<file path="src/rtl/coincidence_pkg.sv">
// Shared control-section definitions: coincidence FSM state encoding, the
// default minor-cycle length and a counter-width helper.
package coincidence_pkg;

  typedef enum logic [2:0] {
    ST_IDLE     = 3'd0,
    ST_ALIGN    = 3'd1,
    ST_COMPARE  = 3'd2,
    ST_TRANSFER = 3'd3,
    ST_DONE     = 3'd4
  } state_e;

  localparam int MINOR_CYCLE_DEF = 18;

  // Bits needed to hold the values 0..n-1 (never less than one).
  function automatic int cnt_width(input int n);
    return (n > 2) ? $clog2(n) : 1;
  endfunction

endpackage

</file>
<file path="src/rtl/coincidence_unit_digit_counter.sv">
// d1-synchronised digit index generator (0..MINOR_CYCLE-1) for serial stages.
module digit_counter
  import coincidence_pkg::*;
#(
  parameter int MINOR_CYCLE = MINOR_CYCLE_DEF,
  parameter int IDX_W       = cnt_width(MINOR_CYCLE)
) (
  input  logic             clk,
  input  logic             reset_neg,
  input  logic             d1,
  output logic [IDX_W-1:0] idx
);

  localparam logic [IDX_W-1:0] LAST_IDX = IDX_W'(MINOR_CYCLE - 1);

  logic [IDX_W-1:0] cnt_r;

  // d1 names digit 0 in the very clock it is seen, so the index is muxed
  // rather than waiting for the register to catch up.
  always_comb begin
    idx = d1 ? {IDX_W{1'b0}} : cnt_r;
  end

  // Index for the following clock: wrap after the last digit time.
  always_ff @(posedge clk) begin
    if (!reset_neg) begin
      cnt_r <= {IDX_W{1'b0}};
    end else if (idx == LAST_IDX) begin
      cnt_r <= {IDX_W{1'b0}};
    end else begin
      cnt_r <= idx + IDX_W'(1);
    end
  end

endmodule

</file>
<file path="src/rtl/coincidence_unit.sv">
// Serial address-coincidence stage: matches the tank counter stream against a
// latched word address and opens a one- or two-minor-cycle transfer gate.
module coincidence_unit
  import coincidence_pkg::*;
#(
  parameter int MINOR_CYCLE = MINOR_CYCLE_DEF,
  parameter int ADDR_BITS   = 5,
  parameter int TIMEOUT     = 40
) (
  input  logic                 clk,
  input  logic                 reset_neg,
  input  logic                 cntr,
  input  logic                 d1,
  input  logic                 req,
  input  logic [ADDR_BITS-1:0] addr,
  input  logic                 long_word,
  output logic                 busy,
  output logic                 gate,
  output logic                 done,
  output logic                 err
);

  localparam int IDX_W  = cnt_width(MINOR_CYCLE);
  localparam int SRCH_W = cnt_width(TIMEOUT + 1);
  localparam int XFER_W = cnt_width(2 * MINOR_CYCLE);

  localparam logic [IDX_W-1:0]  LAST_IDX   = IDX_W'(MINOR_CYCLE - 1);
  localparam logic [SRCH_W-1:0] SRCH_LAST  = SRCH_W'(TIMEOUT - 1);
  localparam logic [XFER_W-1:0] XFER_SHORT = XFER_W'(MINOR_CYCLE - 1);
  localparam logic [XFER_W-1:0] XFER_LONG  = XFER_W'(2 * MINOR_CYCLE - 1);

  state_e                state_r;
  logic [IDX_W-1:0]      idx_s;
  logic [ADDR_BITS-1:0]  addr_q_r;
  logic                  long_q_r;
  logic                  mismatch_r;
  logic [SRCH_W-1:0]     search_r;
  logic [XFER_W-1:0]     xfer_r;
  logic                  ref_bit_s;
  logic                  in_field_s;
  logic                  bit_miss_s;
  logic                  mism_s;
  logic                  xfer_last_s;

  digit_counter #(
    .MINOR_CYCLE (MINOR_CYCLE),
    .IDX_W       (IDX_W)
  ) u_digit_counter (
    .clk       (clk),
    .reset_neg (reset_neg),
    .d1        (d1),
    .idx       (idx_s)
  );

  // Address bit under comparison this digit time; digits past the field are ignored.
  always_comb begin
    ref_bit_s  = 1'b0;
    in_field_s = 1'b0;
    for (int i = 0; i < ADDR_BITS; i++) begin
      ref_bit_s  = ref_bit_s  | (addr_q_r[i] & (idx_s == IDX_W'(i)));
      in_field_s = in_field_s | (idx_s == IDX_W'(i));
    end
    bit_miss_s  = in_field_s & (cntr ^ ref_bit_s);
    mism_s      = mismatch_r | bit_miss_s;
    xfer_last_s = (xfer_r == (long_q_r ? XFER_LONG : XFER_SHORT));
  end

  // Coincidence FSM with registered status and gate outputs.
  always_ff @(posedge clk) begin
    if (!reset_neg) begin
      state_r    <= ST_IDLE;
      addr_q_r   <= {ADDR_BITS{1'b0}};
      long_q_r   <= 1'b0;
      mismatch_r <= 1'b0;
      search_r   <= {SRCH_W{1'b0}};
      xfer_r     <= {XFER_W{1'b0}};
      busy       <= 1'b0;
      gate       <= 1'b0;
      done       <= 1'b0;
      err        <= 1'b0;
    end else begin
      done <= 1'b0;
      err  <= 1'b0;
      case (state_r)
        ST_IDLE: begin
          if (req) begin
            addr_q_r <= addr;
            long_q_r <= long_word;
            busy     <= 1'b1;
            state_r  <= ST_ALIGN;
          end
        end
        ST_ALIGN: begin
          // Bit 0 is compared on the aligning d1 clock itself.
          if (d1) begin
            mismatch_r <= bit_miss_s;
            search_r   <= {SRCH_W{1'b0}};
            state_r    <= ST_COMPARE;
          end
        end
        ST_COMPARE: begin
          if (idx_s == LAST_IDX) begin
            mismatch_r <= 1'b0;
            if (!mism_s) begin
              gate    <= 1'b1;
              xfer_r  <= {XFER_W{1'b0}};
              state_r <= ST_TRANSFER;
            end else if (search_r == SRCH_LAST) begin
              search_r <= search_r + SRCH_W'(1);
              err      <= 1'b1;
              busy     <= 1'b0;
              state_r  <= ST_IDLE;
            end else begin
              search_r <= search_r + SRCH_W'(1);
            end
          end else begin
            mismatch_r <= mism_s;
          end
        end
        ST_TRANSFER: begin
          // Fixed-length window counted locally, independent of d1.
          if (xfer_last_s) begin
            gate    <= 1'b0;
            done    <= 1'b1;
            state_r <= ST_DONE;
          end else begin
            xfer_r <= xfer_r + XFER_W'(1);
          end
        end
        ST_DONE: begin
          busy    <= 1'b0;
          state_r <= ST_IDLE;
        end
        default: begin
          busy    <= 1'b0;
          gate    <= 1'b0;
          state_r <= ST_IDLE;
        end
      endcase
    end
  end

endmodule

</file>
<file path="config.mk">
export PLATFORM = sky130hd
export DESIGN_NAME = coincidence_unit
export DESIGN_NICKNAME = d
export VERILOG_FILES = /design/src/rtl/coincidence_pkg.sv /design/src/rtl/coincidence_unit_digit_counter.sv /design/src/rtl/coincidence_unit.sv
export SDC_FILE = /design/constraint.sdc
export NUM_CORES = 1
export LEC_CHECK = 0
export CORE_UTILIZATION = 55
export DETAILED_ROUTE_END_ITERATION = 6
export PLACE_DENSITY = 0.77
export SKIP_LAST_GASP = 1
export SLEW_MARGIN = 20
export SYNTH_ARGS = -nofsm -noshare
export SYNTH_HDL_FRONTEND = slang
export SYNTH_SLANG_ARGS = --single-unit
</file>
<file path="constraint.sdc">
create_clock -name clk -period 3.15 [get_ports clk]
set_clock_uncertainty 0.2 [all_clocks]
set_input_delay 0.4725 -clock clk [delete_from_list [all_inputs] [get_ports clk]]
set_output_delay 0.4725 -clock clk [all_outputs]
set_load 0.03 [all_outputs]
</file>
==> flow_metrics.env <==
export IMPL_max_stage_delay_ns=0.55
export IMPL_syn_to_final_growth_pct=10.93
export IMPL_p_sw_mw=0.3363
export IMPL_cap_violations=0
export IMPL_worstSetupEndpointType="register"
export IMPL_setup_viol=0
export IMPL_synth_common_cells="dfxtp_1 (31), nor2_1 (22), nand2_1 (15), a21oi_1 (12), nand3_1 (11)"
export IMPL_rsz0062_at_grt="false"
export IMPL_worstSkewPairLatency_ns=0.33
export IMPL_synth_fp_nets=209
export IMPL_start_util_pct=59.09
export IMPL_yosysWarnings=0
export IMPL_cts_tree="done"
export IMPL_cts_resized=0
export IMPL_postCtsSetupRepairBufs=0
export IMPL_drive_above_1_share_pct=11.00
export IMPL_antenna_found_initial=0
export IMPL_grt_overflow_total=0
export IMPL_gp_congestion=0.8229
export IMPL_netlist_area_leader_share_pct=37.13
export IMPL_start_kind="input pin"
export IMPL_synth_area_um2=1672
export IMPL_synth_edff_count=0
export IMPL_ys_seq_area_share_pct=37.13
export IMPL_status="finished, violations left"
export IMPL_first_pass_iters=6
export IMPL_first_global_vias=1253
export IMPL_power_per_cell_area_nw_per_um2=533.2
export IMPL_cts_htree_levels=2
export IMPL_antenna_cells=0
export IMPL_finalCritPeriodShare_pct=85.52
export IMPL_violations="design-rule violations"
export IMPL_final_min_clock_period_ns=2.694
export IMPL_grt_max_degree=15
export IMPL_dp_hpwl_mm=2.501
export IMPL_crit_path_cell_trace="clkdlybuf4s50_1 -> inv_1 -> nand3_2 -> a211o_1 -> or3_4 -> or3_1 -> a21oi_1"
export IMPL_layout_cells_non_filler=240
export IMPL_netlist_instances=196
export IMPL_path_clk_slew_ns=0.08
export IMPL_rows=19
export IMPL_critical_path_top_delay_family="simple AND/OR/NAND/NOR gates"
export IMPL_synth_top_area_cell="dfxtp_1"
export IMPL_grtUsageTotal_pct=23.60
export IMPL_io_pins=15
export IMPL_cp_max_fo=11
export IMPL_cp_num_buf_inv=2
export IMPL_io_buffers=14
export IMPL_routed_via_count=1429
export IMPL_seq_power_share_pct=49.6
export IMPL_wire_per_inst_um=14.06
export IMPL_avgViaCountPerCell=5.954
export IMPL_hold_path_class="reg2reg"
export IMPL_crit_arrival_ns=2.75
export IMPL_clkSinkCount=31
export IMPL_ir_drop_v=0.0003655
export IMPL_drc=3
export IMPL_drtIter0Drc=72
export IMPL_final_hold_viol_count=0
export IMPL_tightest_slew_ns=0.7077
export IMPL_clock_fmax_mhz=371.2
export IMPL_ys_types=51
export IMPL_cts_buffers=5
export IMPL_grt_pass1_wl_mm=5.802
export IMPL_dieArea_um2=3264
export IMPL_netSwitchingFraction_pct=34.01
export IMPL_synth_most_common_cell="dfxtp_1"
export IMPL_synth_top_flop_cell="dfxtp_1"
export IMPL_p_clk_share_pct=20.3
export IMPL_netlist_top_cells_area="dfxtp_1 (37%), nor2_1 (4.9%), a21oi_1 (3.6%)"
export IMPL_cts_root_buffer="clkbuf_4"
export IMPL_intPower_mw=0.6524
export IMPL_whs_ns=0.3019
export IMPL_die_h_um=57.13
export IMPL_cp_required_ns=3.21
export IMPL_timing_setup_tns_ns=0
export IMPL_dp_cells=234
export IMPL_crit_type="in2reg"
export IMPL_num_nets_final=223
export IMPL_p_leak_nw=0.6746
export IMPL_ctsHoldBuffers=0
export IMPL_chipWidth_um=57.13
export IMPL_syn_avg_cell_area_um2=8.529
export IMPL_cts_buffer_depth=2
export IMPL_ys_async_sr_fraction_pct=0
export IMPL_core_um2=2829
export IMPL_slowest_stage="clkdlybuf4s50_1"
export IMPL_final_max_slew_viol_count=0
export IMPL_ant_nets=0
export IMPL_combPwrFrac_pct=30.1
export IMPL_drt_wl_total_mm=3.375
export IMPL_slew_headroom_pct=52.15
export IMPL_synth_seq_cells=31
==> per-layer routing <==
| metal | vias up | track usage (%) | share of wire, % |
|---|---|---|---|
| met4 | 0 | 6.272 | 1.4 |
| met1 | 666 | 30.58 | 49 |
| met2 | 25 | 36.64 | 46 |
| li1 | 731 | - | - |
| met5 | - | 0 | 0 |
| met3 | 7 | 9.524 | 3.9 |
==> worst register-to-register path: cells and delay by family (launching register included) <==
kind	cells	cell delay [ns]
AND/OR/NAND/NOR	2	0.75
AO/OA/AOI/OAI	3	0.64
flip-flops	1	0.56
multiplexers	1	0.36
==> power groups by stage <==
stage / clock [mW] / sequential, mW / combinational (mW)
floorplan: 0 / 0.469 / 0.250
finish: 0.201 / 0.491 / 0.297
global route: 0.227 / 0.500 / 0.332
global placement: 0 / 0.496 / 0.290
detailed placement: 0 / 0.498 / 0.297
CTS: 0.208 / 0.488 / 0.298
==> layout make-up <==
class / count / area, µm²
clock buffers: 6 / 41.29
flip-flops and latches: 31 / 620.6
fillers: 258 / 974.7
repair buffers: 17 / 162.7
multi-input cells: 146 / 957.2
inverters: 9 / 33.78
well taps: 31 / 38.79
==> worst paths after layout <==
check	startpoint	endpoint	slack [ns]	depth (start not counted)
worst max-delay path	d1	search_r[4]$_SDFFE_PN0P_	0.46	7
worst max register to register	u_digit_counter.cnt_r[0]$_SDFF_PP0_	search_r[4]$_SDFFE_PN0P_	0.57	6
worst min-delay path	addr_q_r[2]$_SDFFE_PN0P_	addr_q_r[2]$_SDFFE_PN0P_	0.30	2
worst min register to register	addr_q_r[2]$_SDFFE_PN0P_	addr_q_r[2]$_SDFFE_PN0P_	0.30	2
==> cell usage in the layout, fill, tap and decap left out, drive strengths merged, types with 3 or more instances in the layout <==
| master | count |
|---|---|
| clkdlybuf4s50 | 14 |
| nor2 | 22 |
| clkbuf | 6 |
| nor2b | 3 |
| dfxtp | 31 |
| xor2 | 3 |
| inv | 9 |
| nand2 | 15 |
| mux2i | 6 |
| nand4 | 4 |
| or3 | 5 |
| buf | 3 |
| or2 | 3 |
| a21oi | 12 |
| o21ai | 6 |
| nand3 | 12 |
| and3 | 7 |
| o21a | 7 |
| nor4b | 4 |
==> sequential cells by signal (all words and copies together) (netlist names) <==
name                   cells
u_digit_counter.cnt_r      5
gate                       1
err                        1
xfer_r                     6
state_r                    3
done                       1
busy                       1
long_q_r                   1
search_r                   6
mismatch_r                 1
addr_q_r                   5
==> logic make-up after synthesis <==
| group | count (synthesis) | share of synthesized area (%) |
|---|---|---|
| AO/OA/AOI/OAI | 43 | 19.09 |
| XOR/XNOR | 5 | 2.620 |
| AND/OR/NAND/NOR | 89 | 29.57 |
| adder cells (fa/ha/maj) | 2 | 1.497 |
| flip-flops | 31 | 37.13 |
| multiplexers | 7 | 4.491 |
| buffers and inverters | 19 | 5.613 |
==> stage by stage <==
step           utilization (%)  setup WS [ns]  cell area (µm²)  power [mW]
2_1_floorplan                -         0.6338             1672      0.7189
3_3_place_gp             64.09         0.2724             1813      0.7855
3_5_place_dp             64.09         0.1609             1813      0.7945
4_1_cts                  65.55         0.4900             1854      0.9949
5_1_grt                  65.55         0.3046             1854       1.059
6_report                 65.55         0.4563             1854      0.9887
No activity file was read; power rests on OpenSTA's default activity.
